<file path="config.mk">
export PLATFORM = sky130hd
export DESIGN_NAME = mfcc_melbank_filter
export DESIGN_NICKNAME = d
export VERILOG_FILES = /design/src/rtl/mfcc_melbank_filter_pkg.sv /design/src/rtl/mfcc_melbank_filter_mac_sat.sv /design/src/rtl/mfcc_melbank_filter.sv
export SDC_FILE = /design/constraint.sdc
export NUM_CORES = 1
export LEC_CHECK = 0
export ABC_CLOCK_PERIOD_IN_PS = 4900
export BUFFER_PORTS_ARGS = -buffer_cell sky130_fd_sc_hd__buf_2
export CAP_MARGIN = 25
export CORE_ASPECT_RATIO = 1.25
export CORE_UTILIZATION = 50
export CTS_CLUSTER_SIZE = 25
export DETAILED_ROUTE_END_ITERATION = 10
export PLACE_DENSITY = 0.8
export SETUP_SLACK_MARGIN = 0.15
export SLEW_MARGIN = 20
export SYNTH_ARGS = -nofsm -noshare
export SYNTH_HDL_FRONTEND = slang
export SYNTH_HIERARCHICAL = 1
export SYNTH_SLANG_ARGS = --single-unit
</file>
<file path="constraint.sdc">
create_clock -name clk -period 4.9 [get_ports clk]
set_clock_uncertainty 0.2 [all_clocks]
set_input_delay 0.49 -clock clk [delete_from_list [all_inputs] [get_ports clk]]
set_output_delay 0.49 -clock clk [all_outputs]
set_load 0.05 [all_outputs]
</file>
<file path="src/rtl/mfcc_melbank_filter_pkg.sv">
// Shared constants and FSM encoding for the mel-filterbank reader.
package mfcc_melbank_filter_pkg;
  localparam int MFCC_N_BINS    = 512;
  localparam int MFCC_COEF_FRAC = 8;

  typedef enum logic {
    IDLE = 1'b0,
    RUN  = 1'b1
  } state_t;
endpackage

</file>
<file path="src/rtl/mfcc_melbank_filter_mac_sat.sv">
// Registered unsigned multiply followed by a saturating accumulator with
// per-tag load and a sticky overflow flag; a small tag rides along with the data.
module mfcc_mac_sat #(
  parameter int DATA_W = 32,
  parameter int COEF_W = 8,
  parameter int ACC_W  = 48,
  parameter int TAG_W  = 2
) (
  input  logic              clk,
  input  logic              rst_n,
  input  logic              in_vld,
  input  logic              in_load,
  input  logic [DATA_W-1:0] a,
  input  logic [COEF_W-1:0] b,
  input  logic [TAG_W-1:0]  in_tag,
  output logic              out_vld,
  output logic [ACC_W-1:0]  out_acc,
  output logic              out_ovf,
  output logic [TAG_W-1:0]  out_tag
);
  localparam int PROD_W = DATA_W + COEF_W;

  // Returns {saturated, value}; load restarts the sum from zero.
  function automatic logic [ACC_W:0] sat_add(input logic [ACC_W-1:0]  acc,
                                             input logic [PROD_W-1:0] prod,
                                             input logic              load);
    logic [ACC_W:0] sum;
    sum = (load ? '0 : {1'b0, acc}) + (ACC_W+1)'(prod);
    if (sum[ACC_W]) return {1'b1, {ACC_W{1'b1}}};
    return sum;
  endfunction

  logic              vld_p1, vld_p2;
  logic [PROD_W-1:0] prod_p1;
  logic              load_p1;
  logic [TAG_W-1:0]  tag_p1, tag_p2;
  logic [ACC_W-1:0]  acc_p2;
  logic              ovf_p2;
  logic [ACC_W:0]    sum_p1;

  always_comb sum_p1 = sat_add(acc_p2, prod_p1, load_p1);

  always_ff @(posedge clk or negedge rst_n) begin
    if (!rst_n) begin
      vld_p1 <= 1'b0;
      vld_p2 <= 1'b0;
      ovf_p2 <= 1'b0;
    end else begin
      vld_p1 <= in_vld;
      vld_p2 <= vld_p1;
      if (vld_p1) ovf_p2 <= sum_p1[ACC_W] | (~load_p1 & ovf_p2);
    end
  end

  // S1: product register; S2: accumulator
  always_ff @(posedge clk) begin
    if (in_vld) begin
      prod_p1 <= PROD_W'(a) * PROD_W'(b);
      load_p1 <= in_load;
      tag_p1  <= in_tag;
    end
    if (vld_p1) begin
      acc_p2 <= sum_p1[ACC_W-1:0];
      tag_p2 <= tag_p1;
    end
  end

  assign out_vld = vld_p2;
  assign out_acc = acc_p2;
  assign out_ovf = ovf_p2;
  assign out_tag = tag_p2;
endmodule

</file>
<file path="src/rtl/mfcc_melbank_filter.sv">
// One mel band: walks the coefficient ROM with the bin index, weights each
// power bin and emits the per-frame weighted sum with overflow/length flags.
module mfcc_melbank_filter
  import mfcc_melbank_filter_pkg::*;
#(
  parameter int ADDR_WIDTH = 9,
  parameter int COEF_WIDTH = MFCC_COEF_FRAC,
  parameter int PWR_WIDTH  = 32,
  parameter int ACC_WIDTH  = 48,
  parameter int N_BINS     = MFCC_N_BINS,
  parameter int ROM_LAT    = 0
) (
  input  logic                  clk,
  input  logic                  rst_n,
  input  logic                  pwr_valid,
  input  logic [PWR_WIDTH-1:0]  pwr_data,
  input  logic                  pwr_last,
  output logic [ADDR_WIDTH-1:0] rom_addr,
  input  logic [COEF_WIDTH-1:0] rom_data,
  output logic                  mel_valid,
  output logic [ACC_WIDTH-1:0]  mel_data,
  output logic                  mel_ovf,
  output logic                  frame_err
);
  localparam logic [ADDR_WIDTH-1:0] LAST_BIN = ADDR_WIDTH'(N_BINS - 1);

  state_t                state_q, state_d;
  logic [ADDR_WIDTH-1:0] bin_cnt, cnt_d;
  logic                  at_last_bin, first_beat, end_beat, len_err;

  // A frame ends on pwr_last or on the final bin, whichever comes first;
  // a length error is any disagreement between the two.
  always_comb begin
    state_d     = state_q;
    cnt_d       = bin_cnt;
    at_last_bin = (bin_cnt == LAST_BIN);
    first_beat  = 1'b0;
    end_beat    = 1'b0;
    len_err     = pwr_last ^ at_last_bin;
    if (pwr_valid) begin
      first_beat = (state_q == IDLE);
      end_beat   = pwr_last | at_last_bin;
      if (end_beat) begin
        state_d = IDLE;
        cnt_d   = '0;
      end else begin
        state_d = RUN;
        cnt_d   = bin_cnt + 1'b1;
      end
    end
  end

  always_ff @(posedge clk or negedge rst_n) begin
    if (!rst_n) begin
      state_q <= IDLE;
      bin_cnt <= '0;
    end else begin
      state_q <= state_d;
      bin_cnt <= cnt_d;
    end
  end

  assign rom_addr = bin_cnt;

  logic                 vld_p0, first_p0, end_p0, err_p0;
  logic [PWR_WIDTH-1:0] pwr_p0;

  // P0: align the beat with the ROM read data
  generate
    if (ROM_LAT == 0) begin : g_lat0
      assign vld_p0   = pwr_valid;
      assign pwr_p0   = pwr_data;
      assign first_p0 = first_beat;
      assign end_p0   = end_beat;
      assign err_p0   = len_err;
    end else begin : g_lat1
      logic vld_r;
      logic [PWR_WIDTH-1:0] pwr_r;
      logic first_r, end_r, err_r;
      always_ff @(posedge clk or negedge rst_n) begin
        if (!rst_n) vld_r <= 1'b0;
        else        vld_r <= pwr_valid;
      end
      always_ff @(posedge clk) begin
        if (pwr_valid) begin
          pwr_r   <= pwr_data;
          first_r <= first_beat;
          end_r   <= end_beat;
          err_r   <= len_err;
        end
      end
      assign vld_p0   = vld_r;
      assign pwr_p0   = pwr_r;
      assign first_p0 = first_r;
      assign end_p0   = end_r;
      assign err_p0   = err_r;
    end
  endgenerate

  logic                 vld_p2, ovf_p2;
  logic [ACC_WIDTH-1:0] acc_p2;
  logic [1:0]           tag_p2;

  mfcc_mac_sat #(
    .DATA_W (PWR_WIDTH),
    .COEF_W (COEF_WIDTH),
    .ACC_W  (ACC_WIDTH),
    .TAG_W  (2)
  ) u_mac (
    .clk     (clk),
    .rst_n   (rst_n),
    .in_vld  (vld_p0),
    .in_load (first_p0),
    .a       (pwr_p0),
    .b       (rom_data),
    .in_tag  ({end_p0, err_p0}),
    .out_vld (vld_p2),
    .out_acc (acc_p2),
    .out_ovf (ovf_p2),
    .out_tag (tag_p2)
  );

  // P3: result registers hold until the next frame completes
  always_ff @(posedge clk or negedge rst_n) begin
    if (!rst_n) begin
      mel_valid <= 1'b0;
      mel_data  <= '0;
      mel_ovf   <= 1'b0;
      frame_err <= 1'b0;
    end else begin
      mel_valid <= vld_p2 & tag_p2[1];
      if (vld_p2 & tag_p2[1]) begin
        mel_data  <= acc_p2;
        mel_ovf   <= ovf_p2;
        frame_err <= tag_p2[0];
      end
    end
  end
endmodule

</file>
After elaboration in Yosys (flattened, before gate mapping) --
Index checks and enable logic that the tools add are counted.
Operators by class: mux-type cells 6, $add $sub $neg 2, equality and inequality tests 1, $mul 1, bitwise logic cells 7
Operators by type and width (number):
- 49-bit 2-to-1 mux | 2
- 49-bit by 40-bit adder with 49-bit output | 1
- 48-bit 2-to-1 mux | 1
- 32-bit by 8-bit multiplier with 40-bit output | 1
- 9-bit by 1-bit adder with 9-bit output (second input constant) | 1
- 9-bit equality test (second input constant) | 1
- 9-bit 2-to-1 mux | 1
- 1-bit bitwise AND | 2
- 1-bit 2-to-1 mux | 2
- 1-bit inverter | 2
- 1-bit OR | 2
- 1-bit bitwise XOR | 1
Storage, ports and cells: output and inout bits 60, flip-flop bits (word level) 157, word-level logic and storage cells 31, bits of input ports 44

Depth between registers and ports, before layout --
Gate-level depths: netlist (run 1).
word-level depth 5, depth in mapped cells 22

Modules after synthesis --
The synthesis (run 1) kept the hierarchy.
Modules (own cells, without submodules):
- mfcc_mac_sat | times used 1, cells an instance 1478, area each 13834.5 um^2
- mfcc_melbank_filter | times used 1, cells an instance 162, area each 2401.1 um^2

Worst setup path after synthesis (run 1) --
OpenSTA, ideal clock, no wires.
path type input -> register, start input rom_data[7], end register u_mac.prod_p1[33] (data pin), arrival 5066 ps, stages 20, slack -631 ps, cell sequence clkbuf_1 nand2_1 fa_1 fa_1 inv_1 fa_1 inv_1 fa_1 inv_1 ha_1 o21a_1 o31a_1 o31a_1 o21ai_0 a21o_1 a21o_1 o21ai_0 a21boi_0 o21ai_0 xor2_1
Between the ends: word-level cells in the longest chain between the ends 1
Ends and longest elaborated chain:
- start: declaration | RTL line mfcc_melbank_filter.sv:19 | input logic [COEF_WIDTH-1:0] rom_data,
- 32-bit by 8-bit multiplier with 40-bit output | RTL line mfcc_melbank_filter_mac_sat.sv:58 | prod_p1 <= PROD_W'(a) * PROD_W'(b);
- end signal: assignment | RTL line mfcc_melbank_filter_mac_sat.sv:58
- end: declaration | RTL line mfcc_melbank_filter_mac_sat.sv:34 | logic [PROD_W-1:0] prod_p1;
Every way passes these cells. A chain may end at the register's enable or synchronous reset.

Worst setup path in the final report (run 1) --
start input rom_data[6], end register u_mac.prod_p1[20] (data pin)
Same word-level chain as after synthesis.

==> results.sh, run 1 <==
export IMPL_clkLatencyLatePin_ps=420
export IMPL_rsz0062_at_grt="yes"
export IMPL_synth_edf_count=93
export IMPL_nets=2203
export IMPL_start_kind="primary input"
export IMPL_setup_viol=4
export IMPL_grt_max_degree=65
export IMPL_vias=12320
export IMPL_crit_fanout=5
export IMPL_min_period_ps=4918
export IMPL_synth_ff_type="edfxtp_1"
export IMPL_slew_headroom=0.4532
export IMPL_syn_area_um2=16240
export IMPL_worstPathCellList="buf_12 > buf_16 > and2_4 > fa_2 > fa_2 > fa_1 > inv_2 > fa_2 > inv_2 > ha_4 > buf_4 > a41oi_4 > o2bb2ai_2 > buf_4 > a21boi_2 > a22o_1 > o21ai_1 > nand2b_1 > buf_4 > buf_4 > xnor2_1"
export IMPL_synth_cell_type_count=67
export IMPL_outcome="finished with violations"
export IMPL_dp_slack_ps=-753.0
export IMPL_firstDrtPassIters=6
export IMPL_fin_ws_ps=-18.09
export IMPL_antenna_found_initial=0
export IMPL_synthToLayoutAreaGrowth_pct=21.05
export IMPL_cpMostUsedCell="buf_4"
export IMPL_yosys_warnings=6
export IMPL_dieArea_um2=33200
export IMPL_async_reset_ff_frac=0.4076
export IMPL_cts_tree="built"
export IMPL_fin_crit_sh=1.004
export IMPL_violations="setup timing"
export IMPL_met1_usage=0.2992
export IMPL_cpPeakStageDelay_ps=570
export IMPL_gp_congestion=0.9445
export IMPL_hold_path_class="primary input to asynchronous set/reset pin"
export IMPL_ys_ff_latch=157
export IMPL_die_w_um=163.2
export IMPL_cts_max_level=4
export IMPL_avgSynthCellArea_um2=9.900
export IMPL_critPathCaptureType="register"
export IMPL_synth_net_count=1969
export IMPL_required_ps=4880
export IMPL_criticalPathCategory="primary input to register"
export IMPL_grt_pass1_wl_um=62590
export IMPL_std_cell_rows=73
export IMPL_worstPathArrival_ps=4890
export IMPL_hold_violations=0
export IMPL_worst_pin_slew_ps=820.2
export IMPL_dpl_hpwl_um=28890
export IMPL_grt_pass1_vias=13280
export IMPL_use_met2=0.4033
export IMPL_routed_wl_um=37230
export IMPL_crit_family="adder cells"
export IMPL_layout_drive_gt1_share=0.2655
export IMPL_yosysSeqAreaShare=0.2707
export IMPL_powerDensity_nw_per_um2=709.7
export IMPL_start_util=0.5093
export IMPL_grt_use_met3=0.02237
export IMPL_drtIter0Drc=728
export IMPL_via_per_inst=5.361
export IMPL_cts_buffers=17
export IMPL_p_leak_nw=9.253
export IMPL_final_cell_mix="and2_1 (183), inv_1 (176), fa_1 (169)"
export IMPL_synthCells=1640
export IMPL_fin_util=0.6166
export IMPL_cts_clk_slew_worst_paths_ps=70
export IMPL_grt_overflow=0
export IMPL_ant_nets=0
export IMPL_slowest_stage="fa_2"
export IMPL_max_freq_mhz=203.3
export IMPL_final_common_cell="and2_1"
export IMPL_chipHeight_um=203.5
export IMPL_drv_slew=0
export IMPL_wl_per_cell_um=16.19
export IMPL_ioPinCount=104
export IMPL_cts_root_buf="clkbuf_16"
export IMPL_grtUsageTotal=0.2323
export IMPL_cp_num_buf_inv=8
export IMPL_cts_sinks=157
export IMPL_irDropWorstVdd_mv=0.3568
export IMPL_diodes=0
export IMPL_portBuffers=103
export IMPL_clockBufferDepth=2
export IMPL_post_route_drc_count=0
export IMPL_cap_viol_max_count=0
export IMPL_grt_busiest_layer="met2"
export IMPL_power_total_w=0.01395
export IMPL_core_area_um2=31880
## metal layers
metal  share of wire  wire (um)  up-vias
li1                -          -     5871
met2            0.50      18690      343
met1            0.43      16100     6038
met5               0          0        -
met4           0.026        973        0
met3           0.040       1471       72
## flip-flops by register name, indices dropped and copies added, names as in the netlist, 2 cells and up
signal	flops
rom_addr	9
u_mac/prod_p1	40
u_mac/out_tag	2
mel_data	48
u_mac/tag_p1	2
u_mac/out_acc	48
## cell usage after synthesis (7+ instances only)
cell type,number,area share
a211oi_1,13,0.0060
a21o_1,45,0.021
a21oi_1,69,0.021
a31oi_1,9,0.0035
and2_1,212,0.082
and3_1,12,0.0046
buf_2,12,0.0037
clkbuf_1,48,0.011
dfrtp_1,64,0.099
edfxtp_1,93,0.17
fa_1,181,0.22
ha_1,104,0.080
inv_1,192,0.044
mux2_2,52,0.036
nand2_1,146,0.034
nand2b_1,19,0.0073
nand3_1,25,0.0077
nand4_1,16,0.0062
nor2_1,44,0.010
nor2b_1,53,0.020
nor3_1,14,0.0043
o21a_1,7,0.0032
o21ai_0,49,0.015
o21bai_1,9,0.0042
o31ai_1,7,0.0032
xnor2_1,42,0.023
xor2_1,31,0.017
## area by class of cell
type	instances	area (um^2)
Clock buffer	18	429.2
Clock inverter	14	120.1
Fill cell	2512	12220
Inverter	192	720.7
Multi-Input combinational cell	1225	11470
Sequential cell	157	4395
Tap cell	412	515.5
Timing Repair Buffer	281	2002
## timing repair
item                                    4_1_cts  5_1_grt
hold buffers                                  0        0
setup buffers                                 9       10
endpoints found under the setup margin       20       20
resized for setup                            59       47
cloned                                        2        0
pin swaps                                    43       36
## power by group
| group | internal [W] | total, W | switching, W |
|---|---|---|---|
| logic | 0.00468 | 0.0101 | 0.00544 |
| clock network | 0.000668 | 0.00123 | 0.000563 |
| registers | 0.00232 | 0.00260 | 0.000281 |
| total | 0.00767 | 0.0139 | 0.00628 |
## logic make-up (layout without fill, tap and decap cells)
family,count (synthesis),in the layout,share of synthesized area
flops,157,157,0.2707
xor+xnor,73,73,0.03938
compound gates,247,247,0.09934
mux,54,54,0.03730
simple gates,566,566,0.1884
buf+inv,258,505,0.06157
fa+ha+maj,285,285,0.3033
## worst reg2reg max path: stages (launching register included)
cell and delay [ps]:
edfxtp_1 670, nor2b_1 220, ha_1 190, inv_1 50, fa_1 400, nand2b_1 180
a21oi_1 270, nand2b_1 200, a21boi_0 160, o21ai_0 490, a31oi_1 280, o221a_2 320
o31ai_1 260, xnor2_1 150, nand2_1 60
## metrics by stage
stage | instances | instance area, um^2 | TNS [ps] | hold WS, ps
3_3_place_gp | 2245 | 18490 | -9310 | 207.5
5_1_grt | 2299 | 19650 | -1726 | 106.5
4_1_cts | 2289 | 19390 | 0 | 49.82
3_5_place_dp | 2246 | 18510 | -10820 | 218.9
2_1_floorplan | 1640 | 16670 | -958.9 | -5.591
6_report | 2299 | 19650 | -45.63 | 32.18
## final timing paths
check,startpoint,endpoint,slack (ps),depth (start not counted)
hold / removal,rst_n,mel_data[2]$_DFFE_PN0P_,30,2
setup reg to reg,u_mac/load_p1$_DFFE_PP_,u_mac/out_acc[26]$_SDFFCE_PP1P_,530,14
max in group asynchronous,rst_n,u_mac/vld_p1$_DFF_PN0_,3890,2
setup / recovery,rom_data[6],u_mac/prod_p1[20]$_DFFE_PP_,-20,21
min in group clk,u_mac/tag_p1[1]$_DFFE_PP_,u_mac/out_tag[1]$_DFFE_PP_,230,0
hold reg to reg,u_mac/tag_p1[1]$_DFFE_PP_,u_mac/out_tag[1]$_DFFE_PP_,230,0
Note: power is estimated with default switching activity, not from simulation.
==> run 2, diff against run 1 <==
--- a/config.mk
+++ b/config.mk
@@ -14,6 +14,7 @@
 export DETAILED_ROUTE_END_ITERATION = 10
 export PLACE_DENSITY = 0.8
 export SETUP_SLACK_MARGIN = 0.15
+export SKIP_LAST_GASP = 1
 export SLEW_MARGIN = 20
 export SYNTH_ARGS = -nofsm -noshare
 export SYNTH_HDL_FRONTEND = slang
==> run 2 against run 1 <==
Against the previous run:
- the run still ends with setup timing left
- design area hardly changed
- first-iteration DRC count shrank 1.5%
- register-to-register slack better by 20 ps
==> results.sh, run 2 (synthesis gave the netlist of run 1 again) <==
export IMPL_setup_viol=5
export IMPL_r2r_end="u_mac/out_acc[26]$_SDFFCE_PP1P_"
export IMPL_std_cell_rows=73
export IMPL_criticalPathCategory="primary input to register"
export IMPL_chipHeight_um=203.5
export IMPL_antenna_found_initial=0
export IMPL_seqCellArea_um2=4395
export IMPL_firstDrtPassIters=8
export IMPL_p_seq_frac=0.187
export IMPL_setup_tns_ps=-48.54
export IMPL_start_kind="primary input"
export IMPL_p_leak_nw=9.253
export IMPL_fin_ws_ps=-26.97
export IMPL_cts_tree="built"
export IMPL_worst_pin_slew_ps=820.4
export IMPL_cts_clk_slew_worst_paths_ps=70
export IMPL_drtIter0Drc=717
export IMPL_via_per_inst=5.352
export IMPL_switchingPower_w=0.006262
export IMPL_grt_overflow=0
export IMPL_grt_max_degree=65
export IMPL_clockBufferDepth=2
export IMPL_die_w_um=163.2
export IMPL_grt_pass1_wl_um=62590
export IMPL_min_period_ps=4927
export IMPL_irDropWorstVdd_mv=0.3534
export IMPL_violations="setup timing"
export IMPL_crit_fanout=9
export IMPL_swShare=0.4497
export IMPL_intPower_w=0.007662
export IMPL_required_ps=4870
export IMPL_cap_viol_max_count=0
export IMPL_reg2reg_depth=14
export IMPL_routed_wl_um=37310
export IMPL_start_util=0.5093
export IMPL_cts_max_level=4
export IMPL_fin_crit_sh=1.006
export IMPL_outcome="finished with violations"
export IMPL_core_area_um2=31880
export IMPL_gp_congestion=0.9445
export IMPL_worstPathArrival_ps=4900
export IMPL_max_freq_mhz=203.0
export IMPL_diodes=0
export IMPL_ioPinCount=104
export IMPL_holdWs_ps=31.07
export IMPL_dpl_hpwl_um=28890
export IMPL_multi_input_area_um2=11460
export IMPL_clkLatencyLatePin_ps=420
export IMPL_nets=2203
export IMPL_post_route_drc_count=0
export IMPL_wl_per_cell_um=16.23
export IMPL_powerDensity_nw_per_um2=708.7
export IMPL_cts_buffers=17
export IMPL_cts_root_buf="clkbuf_16"
export IMPL_fill_cells=2514
export IMPL_portBuffers=103
export IMPL_dieArea_um2=33200
export IMPL_final_cell_mix="and2_1 (183), inv_1 (176), fa_1 (169)"
export IMPL_hold_violations=0
export IMPL_vias=12310
export IMPL_hold_path_class="primary input to asynchronous set/reset pin"
export IMPL_rsz0062_at_grt="yes"
export IMPL_synthToLayoutAreaGrowth_pct=21.01
export IMPL_power_total_w=0.01392
export IMPL_pwr_share_clk=0.088
export IMPL_ff2ff_setup_slack_ps=550
export IMPL_critPathCaptureType="register"
export IMPL_ant_nets=0
export IMPL_slew_headroom=0.4531
export IMPL_grtUsageTotal=0.2323
export IMPL_layout_drive_gt1_share=0.2655
export IMPL_r2r_start="u_mac/load_p1$_DFFE_PP_"
export IMPL_pwr_share_comb=0.725
export IMPL_final_common_cell="and2_1"
export IMPL_drv_slew=0
export IMPL_cts_sinks=157
export IMPL_grt_pass1_vias=13280
-- run 2: critical path, cell delays in order --
cell       delay [ps]
buf_12            120
buf_16            140
and2_4            140
fa_1              570
fa_1              440
fa_1              490
inv_1              50
fa_1              530
inv_2              50
ha_4              220
a2111oi_4         330
o21ai_1           100
o21ai_1           110
nor3b_2           270
a211oi_2          140
buf_4             160
or3_4             320
a21oi_2           150
xnor2_1            70
-- run 2: layout make-up --
type	instances	area share
timing repair buffer	281	0.1019
clock buffer	18	0.02184
multi-input combinational	1225	0.5835
clock inverter	14	0.006114
inverter	192	0.03668
tap	412	0.02624
sequential	157	0.2237
-- run 2: power groups by stage --
stage / combinational [W] / clock, W / sequential, W
4_1_cts: 0.00950 / 0.00126 / 0.00260
3_5_place_dp: 0.00906 / 0 / 0.00262
5_1_grt: 0.0111 / 0.00131 / 0.00267
3_3_place_gp: 0.00882 / 0 / 0.00260
2_1_floorplan: 0.00580 / 0 / 0.00317
6_report: 0.0101 / 0.00123 / 0.00260
-- run 2: layer usage --
layer / vias up / wire length [um] / GRT usage / part of all wire
li1: 5877 / - / - / -
met1: 6036 / 16260 / 0.2992 / 0.44
met2: 318 / 18820 / 0.4033 / 0.50
met3: 74 / 1305 / 0.02237 / 0.035
met4: 0 / 920 / 0.08445 / 0.025
met5: - / 0 / 0 / 0
-- run 2: how the worst max path moves through the flow --
stage                start                     endpoint  slack [ps]
2_1_floorplan  rom_data[7]  u_mac/prod_p1[36]$_DFFE_PP_        -240
3_3_place_gp   rom_data[2]  u_mac/prod_p1[36]$_DFFE_PP_        -620
3_5_place_dp   rom_data[4]  u_mac/prod_p1[36]$_DFFE_PP_        -750
4_1_cts        rom_data[6]  u_mac/prod_p1[36]$_DFFE_PP_          40
5_1_grt        rom_data[6]  u_mac/prod_p1[36]$_DFFE_PP_        -160
6_report       rom_data[6]  u_mac/prod_p1[25]$_DFFE_PP_         -30
-- run 2: stage by stage --
stage / cells / instance area [um^2] / setup WS, ps / util
global route: 2299 / 19650 / -162.0 / 0.6163
global placement: 2245 / 18490 / -624.9 / 0.5799
CTS: 2289 / 19390 / 40.20 / 0.6083
floorplan: 1640 / 16670 / -242.9 / -
finish: 2299 / 19650 / -26.97 / 0.6163
detailed placement: 2246 / 18510 / -753.0 / 0.5805
-- run 2: repair_timing --
action	4_1_cts	5_1_grt
setup endpoints to repair	20	20
buffers inserted	9	10
gates cloned	2	0
resized for setup	59	46
pin swaps	43	36
hold buffers	0	0
==> run 3, diff against run 2 <==
--- a/config.mk
+++ b/config.mk
@@ -5,14 +5,16 @@
 export SDC_FILE = /design/constraint.sdc
 export NUM_CORES = 1
 export LEC_CHECK = 0
+export ABC_AREA = 1
 export ABC_CLOCK_PERIOD_IN_PS = 4900
 export BUFFER_PORTS_ARGS = -buffer_cell sky130_fd_sc_hd__buf_2
 export CAP_MARGIN = 25
 export CORE_ASPECT_RATIO = 1.25
 export CORE_UTILIZATION = 50
+export CTS_CLUSTER_DIAMETER = 30
 export CTS_CLUSTER_SIZE = 25
 export DETAILED_ROUTE_END_ITERATION = 10
-export PLACE_DENSITY = 0.8
+export PLACE_DENSITY = 0.79
 export SETUP_SLACK_MARGIN = 0.15
 export SKIP_LAST_GASP = 1
 export SLEW_MARGIN = 20
==> run 3 against run 2 <==
Against the previous run:
- the flow now finishes without violations
- first-iteration DRC count rose by 13%
- synthesized cell count increased by 67%
- combinational power shrank 8%
- clock power rose by 11%
- sequential cell count is the same
- sequential share of layout area fell by 1.3 points
- routed wire length rose by 30%
- sequential power decreased by 2%
- non-clock buffer count is 91 lower
- critical path depth decreased by 2
- utilization decreased by 5.4 points
- synthesized area up 16%
- critical path type unchanged
- largest power group unchanged
==> results.sh, run 3 <==
export IMPL_antenna_found_initial=0
export IMPL_yosysTopAreaCell="nand2_1"
export IMPL_clkLatencyLatePin_ps=450
export IMPL_synthToLayoutAreaGrowth_pct=10.95
export IMPL_hold_violations=0
export IMPL_core_area_um2=37170
export IMPL_crit_fanout=18
export IMPL_rsz0062_at_grt="yes"
export IMPL_crit_cells=17
export IMPL_slowest_stage="fa_1"
export IMPL_wl_per_cell_um=14.40
export IMPL_synth_area_leaders="nand2_1 (20%), fa_1 (19%), edfxtp_1 (15%), inv_1 (14%), dfrtp_1 (8.5%)"
export IMPL_synth_net_count=3061
export IMPL_reg2reg_depth=15
export IMPL_irDropWorstVdd_mv=0.3549
export IMPL_setup_tns_ps=0
export IMPL_layout_drive_gt1_share=0.09663
export IMPL_yosysSeqAreaShare=0.2332
export IMPL_slew_headroom=0.3959
export IMPL_async_reset_ff_frac=0.4076
export IMPL_ant_nets=0
export IMPL_grt_max_degree=65
export IMPL_syn_area_um2=18840
export IMPL_yosys_warnings=6
export IMPL_criticalPathCategory="primary input to register"
export IMPL_drv_slew=0
export IMPL_chipHeight_um=219.0
export IMPL_cts_buffers=17
export IMPL_synth_top_area_frac=0.1976
export IMPL_drtIter0Drc=812
export IMPL_portBuffers=103
export IMPL_ys_ff_latch=157
export IMPL_powerDensity_nw_per_um2=633.8
export IMPL_grt_overflow=0
export IMPL_diodes=0
export IMPL_fill_cells=3574
export IMPL_worstPathCellList="clkbuf_4 > buf_4 > nand2_1 > fa_1 > inv_1 > fa_1 > fa_1 > fa_1 > ha_1 > a21oi_1 > o21ai_0 > buf_4 > a21oi_1 > o21a_1 > nand2_1 > nand2_1 > nand2_1"
export IMPL_routed_wl_um=48410
export IMPL_ioPinCount=104
export IMPL_firstDrtPassIters=6
export IMPL_cts_clk_slew_worst_paths_ps=60
export IMPL_via_per_inst=4.844
export IMPL_final_area_um2=20910
export IMPL_crit_family="adder cells"
export IMPL_synth_commonest_cells="nand2_1 (992), inv_1 (694), nor2_1 (201)"
export IMPL_cp_num_buf_inv=4
export IMPL_placed_cells=3331
export IMPL_cts_sinks=157
export IMPL_dpl_hpwl_um=40690
export IMPL_grtUsageTotal=0.2661
export IMPL_final_common_cell="nand2_1"
export IMPL_worst_pin_slew_ps=906.1
export IMPL_synth_cell_type_count=38
export IMPL_worstPathArrival_ps=4540
export IMPL_yosysMostFrequentCell="nand2_1"
export IMPL_start_util=0.5070
export IMPL_p_leak_nw=12.93
export IMPL_cpPeakStageDelay_ps=560
export IMPL_synthCells=2732
export IMPL_cts_tree="built"
export IMPL_outcome="complete, no violations"
export IMPL_min_period_ps=4531
export IMPL_avgSynthCellArea_um2=6.897
export IMPL_critPathCaptureType="register"
export IMPL_required_ps=4910
export IMPL_clockBufferDepth=2
export IMPL_nets=3193
export IMPL_setup_viol=0
export IMPL_hold_buffers=0
export IMPL_dieArea_um2=38470
export IMPL_synth_edf_count=93
export IMPL_start_kind="primary input"
export IMPL_power_total_w=0.01325
export IMPL_fin_crit_sh=0.9248
export IMPL_std_cell_rows=79
export IMPL_hold_path_class="primary input to asynchronous set/reset pin"
export IMPL_gp_congestion=0.9733
export IMPL_max_freq_mhz=220.7
export IMPL_vias=16290
export IMPL_cap_viol_max_count=0
export IMPL_die_w_um=175.6
export IMPL_ff2ff_setup_slack_ps=1180
export IMPL_post_route_drc_count=0
export IMPL_dp_slack_ps=-198.8
export IMPL_cts_root_buf="clkbuf_16"
export IMPL_grt_pass1_wl_um=80870
export IMPL_post_dp_cell_area_um2=20270
export IMPL_final_cells=3363
export IMPL_grt_pass1_vias=16940
export IMPL_fin_ws_ps=368.7
export IMPL_r2r_end="u_mac/out_acc[30]$_SDFFCE_PP1P_"
export IMPL_synth_ff_type="edfxtp_1"
export IMPL_final_cell_mix="nand2_1 (992), inv_1 (694), nor2_1 (198)"
export IMPL_r2r_start="u_mac/load_p1$_DFFE_PP_"
export IMPL_cts_max_level=4
## run 3: changes by cell type after synthesis, moves of 19 or more
cell / before / now
nand2b_1: 19 / 0
mux2_2: 52 / 0
nand2_1: 146 / 992
a21o_1: 45 / 2
nand3_2: 0 / 24
nor2_1: 44 / 201
xnor2_1: 42 / 7
nand3_1: 25 / 82
clkbuf_2: 1 / 24
nor2b_1: 53 / 0
inv_1: 192 / 694
o21ai_0: 49 / 26
and2_1: 212 / 3
## run 3: layout make-up
| type | count | area, um^2 | share of cell area |
|---|---|---|---|
| multi-input combinational | 1798 | 11440 | 0.5472 |
| sequential | 157 | 4395 | 0.2103 |
| tap | 486 | 608.1 | 0.02909 |
| clock inverter | 10 | 65.06 | 0.003112 |
| clock buffer | 22 | 550.5 | 0.02633 |
| timing repair buffer | 190 | 1214 | 0.05806 |
| inverter | 700 | 2633 | 0.1259 |
## run 3: power breakdown
group | switching (W) | total (W) | internal, W
combinational | 0.00585 | 0.00934 | 0.00349
clock | 0.000563 | 0.00136 | 0.000800
sequential | 0.000292 | 0.00255 | 0.00226
total | 0.00671 | 0.0133 | 0.00654
## run 3: through the flow
| stage | utilization | hold WS (ps) |
|---|---|---|
| floorplan | - | -5.591 |
| global placement | 0.5454 | 211.0 |
| detailed placement | 0.5454 | 223.8 |
| CTS | 0.5619 | 31.79 |
| global route | 0.5625 | 65.24 |
| finish | 0.5625 | 8.476 |
## run 3: repair_timing
action | 4_1_cts | 5_1_grt
endpoints found under the setup margin | 0 | 14
resized for setup | 0 | 10
buffers inserted | 0 | 0
## run 3: logic make-up after synthesis
family / after synthesis / synth area share
fa+ha+maj: 285 / 0.2614
xor+xnor: 43 / 0.01999
simple gates: 1348 / 0.2901
buf+inv: 777 / 0.1603
flops: 157 / 0.2332
compound gates: 122 / 0.03500
## run 3: how the worst max path moves through the flow
stage	slack, ps	startpoint	endpoint
2_1_floorplan	200	rom_data[7]	u_mac/prod_p1[35]$_DFFE_PP_
3_3_place_gp	-150	rom_data[3]	u_mac/prod_p1[36]$_DFFE_PP_
3_5_place_dp	-200	rom_data[2]	u_mac/prod_p1[32]$_DFFE_PP_
4_1_cts	290	rom_data[2]	u_mac/prod_p1[32]$_DFFE_PP_
5_1_grt	130	rom_data[7]	u_mac/prod_p1[36]$_DFFE_PP_
6_report	370	rom_data[2]	u_mac/prod_p1[32]$_DFFE_PP_
## run 3: routing by layer
metal	GRT usage	wire, um
met3	0.02876	1809
met4	0.1072	1683
met2	0.4964	24940
met1	0.3079	19980
met5	0	0
## run 3: worst reg2reg max path: stages (launching register included)
cell,delay (ps)
edfxtp_1,940
buf_4,330
nor2_1,70
ha_1,240
inv_1,100
fa_1,210
inv_1,80
nand2_1,60
nand2_1,80
nand3_1,80
nand2_1,120
nand2_1,130
a21oi_2,80
nor2_4,140
buf_4,370
nand3_1,200
